$ cat config.mk
export PLATFORM = sky130hd
export DESIGN_NAME = c3aibadapt_rxasync_filter
export DESIGN_NICKNAME = d
export VERILOG_FILES = /design/src/rtl/c3aibadapt_rxasync_filter.sv
export SDC_FILE = /design/constraint.sdc
export NUM_CORES = 1
export LEC_CHECK = 0
export ABC_AREA = 1
export ABC_CLOCK_PERIOD_IN_PS = 1800
export BUFFER_PORTS_ARGS = -buffer_cell sky130_fd_sc_hd__buf_2
export CAP_MARGIN = 40
export CORE_MARGIN = 2
export CORE_UTILIZATION = 40
export CTS_CLUSTER_DIAMETER = 30
export DETAILED_ROUTE_END_ITERATION = 16
export GPL_ROUTABILITY_DRIVEN = 1
export PLACE_DENSITY = 0.61
export REMOVE_ABC_BUFFERS = 1
export SYNTH_ARGS = -nofsm -noshare
export SYNTH_HDL_FRONTEND = slang
export SYNTH_SLANG_ARGS = --single-unit
export TNS_END_PERCENT = 10
$ cat constraint.sdc
create_clock -name rx_clock_async_rx_osc_clk -period 1.8 [get_ports rx_clock_async_rx_osc_clk]
set_clock_uncertainty 0.1 [all_clocks]
set_input_delay 0.09 -clock rx_clock_async_rx_osc_clk [delete_from_list [all_inputs] [get_ports rx_clock_async_rx_osc_clk]]
set_output_delay 0.09 -clock rx_clock_async_rx_osc_clk [all_outputs]
set_load 0.1 [all_outputs]
$ cat src/rtl/c3aibadapt_rxasync_filter.sv
// ---------------------------------------------------------------------------
// c3aibadapt_rxasync_filter
//   Synchronizes three asynchronous PCS/PMA status bits into the RX oscillator
//   clock domain and applies a per-channel stability filter. An output only
//   takes a new value after N consecutive samples disagree with it, where N is
//   the effective threshold. Any output update raises a one-cycle change pulse
//   and bumps a saturating event counter.
//
// Ports
//   rx_clock_async_rx_osc_clk            in   clock, rising edge
//   rx_reset_async_rx_osc_clk_rst_n      in   synchronous active-low reset
//   r_rx_async_filt_en                   in   1 = filter, 0 = bypass (N = 1)
//   r_rx_async_filt_thr[CNT_W-1:0]       in   mismatch samples needed to update
//   pld_pma_rx_is_lockedtoref            in   async status
//   pld_pma_rx_is_lockedtodata           in   async status
//   pld_pma_signal_detect                in   async status
//   aib_hssi_pld_pma_rx_is_lockedtoref   out  filtered status
//   aib_hssi_pld_pma_rx_is_lockedtodata  out  filtered status
//   aib_hssi_pld_pma_signal_detect       out  filtered status
//   rx_async_status_chg                  out  pulse, any filtered output changed
//   rx_async_chg_cnt[7:0]                out  saturating change-event count
// ---------------------------------------------------------------------------
module c3aibadapt_rxasync_filter #(
    parameter int SYNC_STAGES = 2,
    parameter int CNT_W       = 4
) (
    input  logic             rx_clock_async_rx_osc_clk,
    input  logic             rx_reset_async_rx_osc_clk_rst_n,
    input  logic             r_rx_async_filt_en,
    input  logic [CNT_W-1:0] r_rx_async_filt_thr,
    input  logic             pld_pma_rx_is_lockedtoref,
    input  logic             pld_pma_rx_is_lockedtodata,
    input  logic             pld_pma_signal_detect,
    output logic             aib_hssi_pld_pma_rx_is_lockedtoref,
    output logic             aib_hssi_pld_pma_rx_is_lockedtodata,
    output logic             aib_hssi_pld_pma_signal_detect,
    output logic             rx_async_status_chg,
    output logic [7:0]       rx_async_chg_cnt
);

    localparam logic [CNT_W:0] CNT_ONE  = CNT_W'(1);
    localparam logic [CNT_W:0] CNT_ZERO = '0;

    // Channel index: 2 = lockedtoref, 1 = lockedtodata, 0 = signal_detect
    logic [2:0]                  w_in;
    logic [2:0][SYNC_STAGES-1:0] r_sync;
    logic [2:0][CNT_W:0]         r_cnt;
    logic [2:0]                  r_out;
    logic                        r_chg;
    logic [7:0]                  r_chg_cnt;

    logic [CNT_W:0]              w_thr_eff;
    logic [2:0]                  w_mis;
    logic [2:0]                  w_upd;
    logic [2:0][CNT_W:0]         w_cnt_inc;

    assign w_in = {pld_pma_rx_is_lockedtoref, pld_pma_rx_is_lockedtodata,
                   pld_pma_signal_detect};

    // A zero threshold behaves as 1 so the filter can never stall forever.
    always_comb begin
        w_thr_eff = CNT_ONE;
        if (r_rx_async_filt_en && (r_rx_async_filt_thr != '0))
            w_thr_eff = {1'b0, r_rx_async_filt_thr};
    end

    // Comparing with >= (not ==) lets a lowered threshold take effect on the
    // very next mismatch even if the count already passed it.
    always_comb begin
        w_mis     = '0;
        w_upd     = '0;
        w_cnt_inc = '0;
        for (int ch = 0; ch < 3; ch++) begin
            w_mis[ch]     = r_sync[ch][SYNC_STAGES-1] ^ r_out[ch];
            w_cnt_inc[ch] = r_cnt[ch] + CNT_ONE;
            w_upd[ch]     = w_mis[ch] && (w_cnt_inc[ch] >= w_thr_eff);
        end
    end

    always_ff @(posedge rx_clock_async_rx_osc_clk) begin
        if (!rx_reset_async_rx_osc_clk_rst_n) begin
            r_sync    <= '0;
            r_cnt     <= '0;
            r_out     <= '0;
            r_chg     <= 1'b0;
            r_chg_cnt <= '0;
        end else begin
            for (int ch = 0; ch < 3; ch++) begin
                r_sync[ch] <= {r_sync[ch][SYNC_STAGES-2:0], w_in[ch]};
                if (w_upd[ch]) begin
                    r_out[ch] <= r_sync[ch][SYNC_STAGES-1];
                    r_cnt[ch] <= CNT_ZERO;
                end else if (w_mis[ch]) begin
                    r_cnt[ch] <= w_cnt_inc[ch];
                end else begin
                    r_cnt[ch] <= CNT_ZERO;
                end
            end
            // Pulse and count share the edge that updates the outputs, so all
            // become visible in the same cycle.
            r_chg <= |w_upd;
            if ((|w_upd) && (r_chg_cnt != 8'hFF))
                r_chg_cnt <= r_chg_cnt + 8'd1;
        end
    end

    assign aib_hssi_pld_pma_rx_is_lockedtoref  = r_out[2];
    assign aib_hssi_pld_pma_rx_is_lockedtodata = r_out[1];
    assign aib_hssi_pld_pma_signal_detect      = r_out[0];
    assign rx_async_status_chg                 = r_chg;
    assign rx_async_chg_cnt                    = r_chg_cnt;

endmodule

# --- Yosys cells after proc, flatten, opt, wreduce, memory -nomap -nowiden ---
# Cells that the tools add are included.
word_totals:
  register_bits: 33
  inputBits: 10
  out_inout_bits: 12
  elab_cells: 37
classes:
  add_sub_neg: 4
  order_cmp: 3
  eq_ne: 1
  mux: 1
  bitwise: 7
  reduce_logical: 10
ops:
  columns: ["cell", "count"]
  rows:
  - ["5-bit by 1-bit adder with 5-bit output, second input constant", 3]
  - ["5-bit >= comparator", 3]
  - ["3-bit OR reduction", 4]
  - ["8-bit by 1-bit adder with 8-bit output, second input constant", 1]
  - ["8-bit != test, second input constant", 1]
  - ["1-bit logical AND", 5]
  - ["4-bit 2-to-1 mux", 1]
  - ["1-bit NOT", 4]
  - ["4-bit nonzero test", 1]
  - ["1-bit bitwise XOR", 3]

# --- Logic depth before layout (Yosys ltp) ---
logic_depth:
  ltp_word: 7
  ltp_mapped: 18
  ltp_nobuf: 18

# --- Least setup slack after synthesis ---
# No wires, ideal clock.
synth_timing:
  kind: "reg2reg"
  startpoint: "reg r_chg_cnt[0] (netlist: rx_async_chg_cnt[0])"
  endpoint: "reg r_chg_cnt[1] (netlist: rx_async_chg_cnt[1])"
  setup_ps: 117
  arrival_ps: 2119
  required_ps: 1583
  setup_slack_ps: -536
  path_stages_with_launch: 9
  path_buffers: 0
  synth_period_minus_slack_ps: 2336
  cell_sequence: "dfxtp_1 > ha_1 > nand4_1 > nor2_1 > nand2_2 > nand2_2 > inv_1 > nor2_1 > nor2_1"
synth_via:
  elab_chain_len: 2
  word_cells_on_any_way: 3
  classes_between: "add/sub (1); eq/ne (1); reduce/logical (1)"
synth_lines:
  columns: ["element", "line", "source"]
  rows:
  - ["from (decl)", "50", "logic [7:0] r_chg_cnt;"]
  - ["from (signal assigned)", "103", "r_chg_cnt <= r_chg_cnt + 8'd1;"]
  - ["parallel branches: the longest is 2 deep, another holds 8-bit by 1-bit adder with 8-bit output", null, null]
# Several ways; the timed one is not identified.
# A chain may end at the register's enable or synchronous reset.

==> flow_metrics.env <==
export IMPL_grt_pass1_wl_mm=5.95
export IMPL_list_of_cells_traversed_by_the_critical_path="ha_4, nand2_2, inv_2, nor2_2, ha_1, nand2_1, nand2_1, nand2_2, nand2_2, nand2_4, nand3_4, buf_6, nand3b_1, nand2_1, nor2_1"
export IMPL_first_global_vias=1413
export IMPL_synthesis_yosys_warnings=0
export IMPL_timing_final_setup_violations=16
export IMPL_cp_arrival_ps=2090
export IMPL_synthesis_instances=223
export IMPL_clock_tree_from_tritoncts="yes"
export IMPL_number_of_buffers_between_clock_root_and_the_deepest_sink=2
export IMPL_dp_hpwl_mm=2.36
export IMPL_core_box_area_sq_um=4000
export IMPL_insertion_delay_ps=290
export IMPL_synth_area_sq_um=1660
export IMPL_fraction_of_layout_instances_using_a_drive_strength_above_1_pct=42.3
export IMPL_drt_pre_antenna_iters=4
export IMPL_detailedPlace_worstSlack_ps=-303
export IMPL_rows=23
export IMPL_ios=22
export IMPL_initial_antenna_violation_count=0
export IMPL_critPathSlowestCell="sky130_fd_sc_hd__dfxtp_4"
export IMPL_ant_nets=0
export IMPL_ir_worst_vdd_mv=0.476
export IMPL_detailroute_via_count=1525
export IMPL_cts_root_buffer_cell="sky130_fd_sc_hd__clkbuf_8"
export IMPL_clock_h_tree_levels=2
export IMPL_dieWidth_um=68.4
export IMPL_final_period_minus_worst_setup_slack_ps=1950
export IMPL_remaining_drc_errors=0
export IMPL_starting_density_of_the_core_pct=41.5
export IMPL_num_antenna_cells=0
export IMPL_final_hold_viol_count=0
export IMPL_critical_path_n_buffers_inverters=2
export IMPL_routed_wire_length_per_instance_um=11.7
export IMPL_groute_usage_overall_pct=17.8
export IMPL_syn2layout_area_growth_pct=49.9
export IMPL_grt_start_max_net_pins=15
export IMPL_area_occupied_by_multi_input_gates_sq_um=1110
export IMPL_tritoncts_num_buffers=5
export IMPL_critical_path_depth=15
export IMPL_cts_clk_slew_worst_paths_ps=70
export IMPL_wl_mm=3.93
export IMPL_i_o_buffers=21
export IMPL_grt_overflow=0
export IMPL_timing_critical_path_required_ps=1940
export IMPL_fill_cells=329
export IMPL_synth_yosys_seq_area_share_pct=39.8
export IMPL_r2r_worst_path_cells=15
export IMPL_die_y_um=68.4
export IMPL_maxSlewViolCount=0
export IMPL_seqCellArea_sq_um=679
export IMPL_run_status="finished with violations"
export IMPL_p_leak_uw=0.00123
export IMPL_finish_utilization_pct=62.2
export IMPL_worst_hold_path_type="input port to register"
export IMPL_critPathMaxFanout=5
export IMPL_die_area_sq_um=4680
export IMPL_gp_congestion=0.726
export IMPL_unrepaired_setup_endpoints_after_global_routing="yes"
export IMPL_final_critical_path_setup_slack_ps=-153
export IMPL_worst_path_dominant_cell_family="simple AND/OR/NAND/NOR gates"
export IMPL_timing_worst_setup_path_type="register to register"
export IMPL_critical_path_startpoint_type="register"
export IMPL_failing_checks="negative setup slack"
export IMPL_power_per_cell_area_nw_per_um2=825
export IMPL_worst_path_largest_cell_delay_ps=360
export IMPL_viasPerCell=4.54
export IMPL_setup_worst_path_end_class="register"
export IMPL_tns_ps=-1490
export IMPL_violation_count_after_the_first_detailed_route_iteration=24
export IMPL_max_cap_violations=0
export IMPL_max_freq_mhz=512
export IMPL_min_path_cells=3
export IMPL_final_net_count=311
export IMPL_postSynthAreaPerCell_sq_um=7.45
export IMPL_library_cells_used_by_synthesis=20
export IMPL_synth_seq_cells=33
export IMPL_final_min_period_over_clock_period_pct=108
export IMPL_cts_sinks=33
worst paths after layout:
check	end	slack [ps]	start
max	rx_async_chg_cnt[1]$_SDFFE_PN0P_	-150	r_cnt[0]$_SDFF_PP0_
max reg2reg	rx_async_chg_cnt[1]$_SDFFE_PN0P_	-150	r_cnt[0]$_SDFF_PP0_
min	r_sync[3]$_SDFF_PN0_	60	rx_reset_async_rx_osc_clk_rst_n
min reg2reg	r_sync[5]$_SDFF_PN0_	310	r_sync[4]$_SDFF_PN0_
cell usage after synthesis:
master                     number  area share [%]
sky130_fd_sc_hd__a21boi_0       1            0.45
sky130_fd_sc_hd__a21oi_1        9             2.7
sky130_fd_sc_hd__buf_4          1            0.45
sky130_fd_sc_hd__buf_6          1            0.68
sky130_fd_sc_hd__conb_1         1            0.23
sky130_fd_sc_hd__dfxtp_1       33              40
sky130_fd_sc_hd__ha_1          16              12
sky130_fd_sc_hd__inv_1         34             7.7
sky130_fd_sc_hd__inv_2          2            0.45
sky130_fd_sc_hd__nand2_1       50              11
sky130_fd_sc_hd__nand2_2        6             2.3
sky130_fd_sc_hd__nand3_1       16             4.8
sky130_fd_sc_hd__nand3_2        1            0.60
sky130_fd_sc_hd__nand3b_1       1            0.45
sky130_fd_sc_hd__nand4_1        1            0.38
sky130_fd_sc_hd__nor2_1        29             6.6
sky130_fd_sc_hd__nor2_2         1            0.38
sky130_fd_sc_hd__nor3_1         8             2.4
sky130_fd_sc_hd__xnor2_1        9             4.7
sky130_fd_sc_hd__xor2_1         3             1.6
power by group:
part / switching, uW / total, uW / internal (uW)
registers: 30.2 / 796 / 766
clock network: 272 / 723 / 451
logic: 342 / 534 / 192
placed cells by master, fill, tap and decap left out, drive strengths merged:
cell type	count
nand2	56
a21oi	9
ha	16
dlygate4sd3	3
xor2	3
conb	3
bufinv	1
xnor2	9
buf	52
nand3b	1
dfxtp	33
inv	36
nor2	30
a21boi	1
clkbuf	7
nand3	17
nand4	1
nor3	8
logic make-up after synthesis:
| kind of cell | Yosys count | share of synthesized area [%] |
|---|---|---|
| AND/OR/NAND/NOR | 113 | 29.2 |
| other | 1 | 0.226 |
| buffers and inverters | 38 | 9.27 |
| XOR/XNOR | 12 | 6.33 |
| flip-flops | 33 | 39.8 |
| adder cells (fa/ha/maj) | 16 | 12.1 |
| AO/OA/AOI/OAI | 10 | 3.17 |
per-stage QoR:
step	area (sq um)	cells	total power, uW	hold slack, ps
6_report	2490	336	2050	55.8
5_1_grt	2490	336	2150	78.9
4_1_cts	2380	335	2030	59.0
3_5_place_dp	2010	320	1240	176
3_3_place_gp	2010	320	1240	174
2_1_floorplan	1650	223	1120	83.5
state kept, by name, summed over array words and instances, names as in the netlist:
signal,flops
r_sync,6
rx_async_status_chg,1
r_cnt,15
r_out,3
rx_async_chg_cnt,8
worst reg2reg max path: cells and delay by family (launching register included):
kind	cells	cell delay, ps
buf+inv	2	190
simple gates	11	830
flops	1	360
fa+ha+maj	2	420
routing by layer:
layer	GRT usage, %	routed length [um]	vias up
li1	-	-	813
met1	20.3	1690	679
met2	30.3	2020	25
met3	3.95	126	8
met4	10.5	90	0
met5	0	0	-
layout make-up:
class                           count  area share, %
Tap cell                           50           2.51
Clock inverter                      1           1.21
Multi-Input combinational cell    154           44.7
Inverter                           36           5.43
Timing Repair Buffer               55           15.4
Clock buffer                        7           3.47
Sequential cell                    33           27.3
repair_timing:
item	in CTS	in global routing
endpoints found under the setup margin	20	24
pin swaps	21	23
endpoints found under the hold margin	3	0
setup buffers	4	1
cloned	1	0
resized for setup	41	30
hold buffers	3	0
No activity file was read; power rests on OpenSTA's default activity.
